`src/rtl/apb_master_bridge.sv`:
```
`default_nettype none
// ============================================================================
// Module   : apb_master_bridge
// Brief    : Single-outstanding APB initiator that decodes the slave from
//            cmd_addr[15:12] and enforces an ACCESS-phase timeout.
// Revision : 1.0 - initial release
// ============================================================================
module apb_master_bridge #(
    parameter int NSLV    = 4,
    parameter int TIMEOUT = 255
) (
    input  logic                 PCLK,
    input  logic                 PRESET,
    input  logic                 cmd_valid,
    output logic                 cmd_ready,
    input  logic                 cmd_write,
    input  logic [15:0]          cmd_addr,
    input  logic [31:0]          cmd_wdata,
    output logic                 rsp_valid,
    input  logic                 rsp_ready,
    output logic [31:0]          rsp_rdata,
    output logic                 rsp_err,
    output logic                 rsp_timeout,
    output logic                 busy,
    output logic [15:0]          PADDR,
    output logic [NSLV-1:0]      PSEL,
    output logic                 PENABLE,
    output logic                 PWRITE,
    output logic [31:0]          PWDATA,
    input  logic [32*NSLV-1:0]   PRDATA_ALL,
    input  logic [NSLV-1:0]      PREADY_ALL,
    input  logic [NSLV-1:0]      PSLVERR_ALL
);

    localparam int CW = $clog2(TIMEOUT + 1);
    localparam logic [CW-1:0] c_cnt_last = CW'(TIMEOUT - 1);
    localparam logic [CW-1:0] c_cnt_max  = CW'(TIMEOUT);

    typedef enum logic [1:0] {
        S_IDLE   = 2'd0,
        S_SETUP  = 2'd1,
        S_ACCESS = 2'd2,
        S_RESP   = 2'd3
    } state_t;

    state_t             r_state;
    state_t             w_next;
    logic               r_write;
    logic [15:0]        r_addr;
    logic [31:0]        r_wdata;
    logic [3:0]         r_idx;
    logic [CW-1:0]      r_cnt;
    logic [31:0]        r_rdata;
    logic               r_err;
    logic               r_tout;

    logic               w_hs;
    logic               w_dec_ok;
    logic               w_ready;
    logic               w_slverr;
    logic [31:0]        w_prdata;
    logic [NSLV-1:0]    w_sel;

    assign w_hs     = cmd_valid && cmd_ready;
    assign w_dec_ok = ({1'b0, cmd_addr[15:12]} < 5'(NSLV));

    // Only the addressed slave's ready/error/data are observed.
    always_comb begin
        w_ready  = 1'b0;
        w_slverr = 1'b0;
        w_prdata = '0;
        w_sel    = '0;
        for (int i = 0; i < NSLV; i++) begin
            if (r_idx == 4'(i)) begin
                w_sel[i] = 1'b1;
                w_ready  = PREADY_ALL[i];
                w_slverr = PSLVERR_ALL[i];
                w_prdata = PRDATA_ALL[32*i +: 32];
            end
        end
    end

    always_ff @(posedge PCLK) begin
        if (PRESET) begin
            r_state <= S_IDLE;
        end else begin
            r_state <= w_next;
        end
    end

    // Control outputs are masked by reset so the bus idles within the reset cycle.
    always_comb begin
        w_next    = r_state;
        cmd_ready = 1'b0;
        rsp_valid = 1'b0;
        PSEL      = '0;
        PENABLE   = 1'b0;
        case (r_state)
            S_IDLE: begin
                cmd_ready = 1'b1;
                if (w_hs) begin
                    w_next = w_dec_ok ? S_SETUP : S_RESP;
                end
            end
            S_SETUP: begin
                PSEL   = w_sel;
                w_next = S_ACCESS;
            end
            S_ACCESS: begin
                PSEL    = w_sel;
                PENABLE = 1'b1;
                if (w_ready || (r_cnt == c_cnt_last)) begin
                    w_next = S_RESP;
                end
            end
            S_RESP: begin
                rsp_valid = 1'b1;
                if (rsp_ready) begin
                    w_next = S_IDLE;
                end
            end
            default: w_next = S_IDLE;
        endcase
        if (PRESET) begin
            cmd_ready = 1'b0;
            rsp_valid = 1'b0;
            PSEL      = '0;
            PENABLE   = 1'b0;
        end
    end

    always_ff @(posedge PCLK) begin
        if (PRESET) begin
            r_write <= 1'b0;
            r_addr  <= '0;
            r_wdata <= '0;
            r_idx   <= '0;
            r_cnt   <= '0;
            r_rdata <= '0;
            r_err   <= 1'b0;
            r_tout  <= 1'b0;
        end else begin
            case (r_state)
                S_IDLE: begin
                    if (w_hs) begin
                        r_write <= cmd_write;
                        r_addr  <= cmd_addr;
                        r_wdata <= cmd_wdata;
                        r_idx   <= cmd_addr[15:12];
                        r_rdata <= '0;
                        r_err   <= !w_dec_ok;
                        r_tout  <= 1'b0;
                    end
                end
                S_SETUP: begin
                    r_cnt <= '0;
                end
                S_ACCESS: begin
                    if (w_ready) begin
                        r_err   <= w_slverr;
                        r_rdata <= (!r_write && !w_slverr) ? w_prdata : '0;
                    end else begin
                        if (r_cnt == c_cnt_last) begin
                            r_err   <= 1'b1;
                            r_tout  <= 1'b1;
                            r_rdata <= '0;
                        end
                        if (r_cnt != c_cnt_max) begin
                            r_cnt <= r_cnt + CW'(1);
                        end
                    end
                end
                default: ;
            endcase
        end
    end

    assign busy        = (r_state != S_IDLE) && !PRESET;
    assign rsp_rdata   = r_rdata;
    assign rsp_err     = r_err;
    assign rsp_timeout = r_tout;
    assign PADDR       = r_addr;
    assign PWRITE      = r_write;
    assign PWDATA      = r_write ? r_wdata : '0;

endmodule
`default_nettype wire
```
`config.mk`:
```
export PLATFORM = sky130hd
export DESIGN_NAME = apb_master_bridge
export DESIGN_NICKNAME = d
export VERILOG_FILES = /design/src/rtl/apb_master_bridge.sv
export SDC_FILE = /design/constraint.sdc
export NUM_CORES = 1
export LEC_CHECK = 0
export BUFFER_PORTS_ARGS = -buffer_cell sky130_fd_sc_hd__buf_2
export CAP_MARGIN = 20
export CORE_MARGIN = 5
export CORE_UTILIZATION = 25
export DETAILED_ROUTE_END_ITERATION = 10
export GPL_TIMING_DRIVEN = 0
export SLEW_MARGIN = 20
export SYNTH_ARGS = -nofsm -noshare
export SYNTH_HDL_FRONTEND = slang
export SYNTH_SLANG_ARGS = --single-unit
```
`constraint.sdc`:
```
create_clock -name PCLK -period 2.9 [get_ports PCLK]
set_clock_uncertainty 0.1 [all_clocks]
set_input_delay 0.145 -clock PCLK [delete_from_list [all_inputs] [get_ports PCLK]]
set_output_delay 0.145 -clock PCLK [all_outputs]
set_load 0.005 [all_outputs]
```
Word level (Yosys, flattened, before mapping)
Index checks and enable logic that the tools add are counted.
- add/sub/neg operators: 1
- multipliers: 0
- div/mod/pow operators: 0
- magnitude comparators: 1
- equality and inequality tests: 15
- shifts and indexed selects: 0
- muxes and demuxes: 45
- bitwise gates (word level): 0
- reductions and logical operators: 19
- operator list (operator ; count):
    two-way mux 32 bit ; 9
    one-hot mux 32 bit (2 select lines) ; 1
    two-way mux 1 bit ; 23
    two-way mux 8 bit ; 2
    one-hot mux 8 bit (2 select lines) ; 1
    != test 2 bit, second input constant ; 6
    AND reduction 3 bit ; 3
    adder 8 x 1 -> 8 bit, second input constant ; 1
    == test 4 x 2 -> 1 bit, second input constant ; 2
    == test 8 bit, second input constant ; 1
    two-way mux 2 bit ; 4
    two-way mux 4 bit ; 2
    != test 8 bit, second input constant ; 1
    one-hot mux 2 bit (4 select lines) ; 1
    nonzero test 2 bit ; 3
    == test 2 bit, second input constant ; 2
    == test 4 x 1 -> 1 bit, second input constant ; 1
    logical NOT 1 bit ; 4
    logical NOT 4 bit ; 1
    less-than comparator 4 x 3 -> 1 bit, second input constant ; 1
    one-hot mux 1 bit (2 select lines) ; 2
    AND reduction 4 bit ; 1
    logical AND 1 bit ; 3
    != test 3 bit, second input constant ; 1
    other kinds (5) ; 5
- register bits after elaboration: 97
- bits in latches: 0
- memory bits (writable): 0
- bits in read-only memories: 0
- input bits: 189
- output and inout port bits: 91
- word-level logic and storage cells: 90
- memories kept: 0

Logic depth before layout (Yosys ltp)
- depth in word-level cells: 10
- mapped depth: 9
- gate-level depth less buffers: 7

Worst setup path before layout
Ideal clock, no wire load.
- kind: register to register
- from: register, netlist name PADDR[13]
- to: register r_cnt[7]
- setup time: 70 ps
- arrival: 1760 ps
- required time: 2730 ps
- path slack: 970 ps
- cell stages (with the launch flop): 7
- clock period less this slack: 1930 ps
- path through: dfxtp_1 > mux2_2 > a221oi_4 > a21oi_2 > buf_6 > or3_1 > a21oi_1
- RTL lines (what ; RTL line ; source):
    end signal, assigned ; 169 ; r_cnt <= r_cnt + CW'(1);
    end, declared ; 52 ; logic [CW-1:0] r_cnt;

==> flow_summary.ini <==
[setup_path]
crit_family = buffers and inverters
cp_num_buf_inv = 3
required_ns = 2.65
cp_max_fo = 10
worstPathArrival_ns = 2.28
crit_path_cell_trace = clkbuf_1 > clkbuf_1 > and3_1 > buf_2
cpMaxStageDelayCell = clkbuf_1
crit_top_cell = clkbuf_1
r2r_setup_slack_ns = 0.48
end_kind = output port
start_kind = flop
path_class = flop to output port
cpPeakStageDelay_ns = 0.57

[floorplanning]
die_w_um = 146
die_h_um = 146
start_util = 0.255
die-area_mm2 = 0.0212
core_area_mm2 = 0.0180
num_io_pins = 280
rows = 49

[synthesis]
synth_edf_count = 0
ys.warnings.count = 0
postSynthAreaPerCell_um2 = 9.23
syn_area_mm2 = 0.00460
synthCells = 499
ys_seq_area_frac = 0.404
synth-seq-cells = 93
synthFlopType = dfxtp_1
syn-num-nets = 695
asyncSetResetFlopFracSynth = 0
synth.distinct_cells = 43

[routing]
via_per_inst = 4.56
wl_mm = 17.7
drtIter0Drc = 126
ant_nets = 0
remaining_drc_errors = 0
num_vias = 4889
firstDrtPassIters = 5
avgRoutedWirePerCell_um = 16.5

[final_layout]
synthToLayoutAreaGrowth_pct = 54.3
instances_no_fill = 1073
stdcell_area_mm2 = 0.00711
seq_area_mm2 = 0.00186
multi_input_area_mm2 = 0.00242
fillers = 1835
fin_nets = 1034
drive_gt1_frac = 0.407

[pwr]
power_frac_comb = 0.321
p_leak_nw = 3.54
power_density_mw_per_mm2 = 589
p_int_mw = 2.83
switching_share = 0.324
p_seq_frac = 0.365
p_sw_mw = 1.35
clkPwrFrac = 0.314
ir_drop_mv = 0.325

[global_route]
grt_pass1_wl_mm = 28.0
grt_max_degree = 16
grt_pass1_vias = 5145
antenna_found_initial = 2
track_usage = 0.162
overflow = 0

[timing]
max_freq_ghz = 0.396
period_share = 0.870
fin_crit_ns = 2.52
worst_pin_slew_ns = 0.737
maxSlewViolCount = 0
setup_tns_ns = 0
slew-limit-headroom = 0.502
finalHoldViolCount = 0
rsz0062_at_grt = false
finalSetupViolations = 0

[placed_design]
dp.cells = 1007
portBuffers = 279
postPlaceCellArea_mm2 = 0.00629
globalplace.congestion = 0.844
dpl.hpwl_mm = 13.7

[cts]
cts_buffer_depth = 2
cts_root_buf = clkbuf_16
clk_pin_slew_ns = 0.07
cts_resized = 0
cts_tree = built
h-tree-depth = 3
insertion_delay_ns = 0.35
clkSinkCount = 93
numCtsBuffers = 9

[outcome]
status = finished clean

[hold_path]
min_path_type = input pin to flop

[run]
drv_cap = 0
-- flip-flops by register name (all words and copies together) (netlist names) --
name / count
rsp_rdata: 32
PADDR: 16
rsp_timeout: 1
r_cnt: 8
PWRITE: 1
r_state: 2
r_wdata: 32
rsp_err: 1
-- cells in the mapped netlist, types with 2 or more instances --
cell type | number | area share
o21ai_1 | 8 | 0.0087
and4_1 | 2 | 0.0038
nor2b_1 | 2 | 0.0027
a21oi_1 | 9 | 0.0098
clkbuf_1 | 27 | 0.022
mux4_2 | 33 | 0.16
buf_6 | 4 | 0.0098
nand2_1 | 107 | 0.087
nor2_1 | 11 | 0.0090
or3_1 | 5 | 0.0068
and3_1 | 2 | 0.0027
nand3_1 | 52 | 0.057
inv_1 | 38 | 0.031
ha_1 | 7 | 0.019
o2bb2ai_1 | 32 | 0.061
a211o_1 | 2 | 0.0038
buf_2 | 4 | 0.0043
nand4_1 | 3 | 0.0041
and2_1 | 34 | 0.046
dfxtp_1 | 93 | 0.40
nor3_1 | 2 | 0.0022
-- worst reg2reg max path, delay by kind of cell, from the launching register on --
family                   cells  cell delay [ns]
AND/OR/NAND/NOR              2             0.70
buffers and inverters        2             0.54
flip-flops                   1             0.36
AO/OA/AOI/OAI                2             0.31
adder cells (fa/ha/maj)      1             0.28
-- per-layer routing --
layer	part of all wire	up-vias	global-route usage
met5	0	-	0
met4	0.027	0	0.0653
met3	0.082	28	0.0501
met2	0.50	209	0.283
met1	0.39	2237	0.184
li1	-	2415	-
-- final cells by class --
class / count / area share
well taps: 229 / 0.0403
inverters: 39 / 0.0206
clock buffers: 10 / 0.0336
multi-input cells: 330 / 0.340
repair buffers: 328 / 0.266
clock inverters: 5 / 0.0118
plain buffers: 37 / 0.0250
diodes: 2 / 0.000704
flip-flops and latches: 93 / 0.262
-- final timing paths --
path,startpoint,end,depth (start not counted)
min reg2reg,r_wdata[7],r_wdata[7],2
max reg2reg,r_state[0],rsp_rdata[23],7
min,PRDATA_ALL[126],rsp_rdata[30],4
max,PADDR[13],PSEL[3],4
-- cell usage in the layout, fill, tap and decap left out, types with 3 or more instances in the layout --
cell and instances:
or3_1 5, dlygate4sd3_1 49, nand3_1 52, a21oi_1 9, nand4_1 3, clkbuf_16 9
o2bb2ai_1 32, nand2_1 107, o21ai_1 8, inv_1 38, buf_2 283, buf_6 4
mux4_2 33, dfxtp_1 93, nor2_1 11, and2_1 34, ha_1 7, clkbuf_1 27
-- kinds of logic after synthesis --
kind of cell,count (synthesis),synth area share
AO/OA/AOI/OAI,58,0.0997
flip-flops,93,0.404
AND/OR/NAND/NOR,229,0.237
multiplexers,36,0.169
buffers and inverters,76,0.0704
adder cells (fa/ha/maj),7,0.0190
-- per-stage QoR --
step / setup WS (ns) / utilization / hold WS (ns) / power, mW
3_3_place_gp: 0.458 / 0.349 / 0.230 / 2.86
3_5_place_dp: 0.440 / 0.349 / 0.231 / 2.87
4_1_cts: 0.318 / 0.394 / 0.143 / 4.25
2_1_floorplan: 0.970 / - / 0.144 / 2.38
6_report: 0.377 / 0.394 / 0.157 / 4.19
5_1_grt: 0.210 / 0.394 / 0.175 / 4.46
-- power groups by stage --
stage / combinational, mW / sequential, mW / clock (mW)
2_1_floorplan: 0.842 / 1.53 / 0
3_3_place_gp: 1.31 / 1.55 / 0
3_5_place_dp: 1.32 / 1.55 / 0
4_1_cts: 1.37 / 1.53 / 1.35
5_1_grt: 1.51 / 1.55 / 1.40
6_report: 1.35 / 1.53 / 1.32
-- timing repair --
action	4_1_cts	5_1_grt
setup buffers	0	0
hold endpoints to repair	49	0
hold buffers	49	0
No activity file was read; power rests on OpenSTA's default activity.
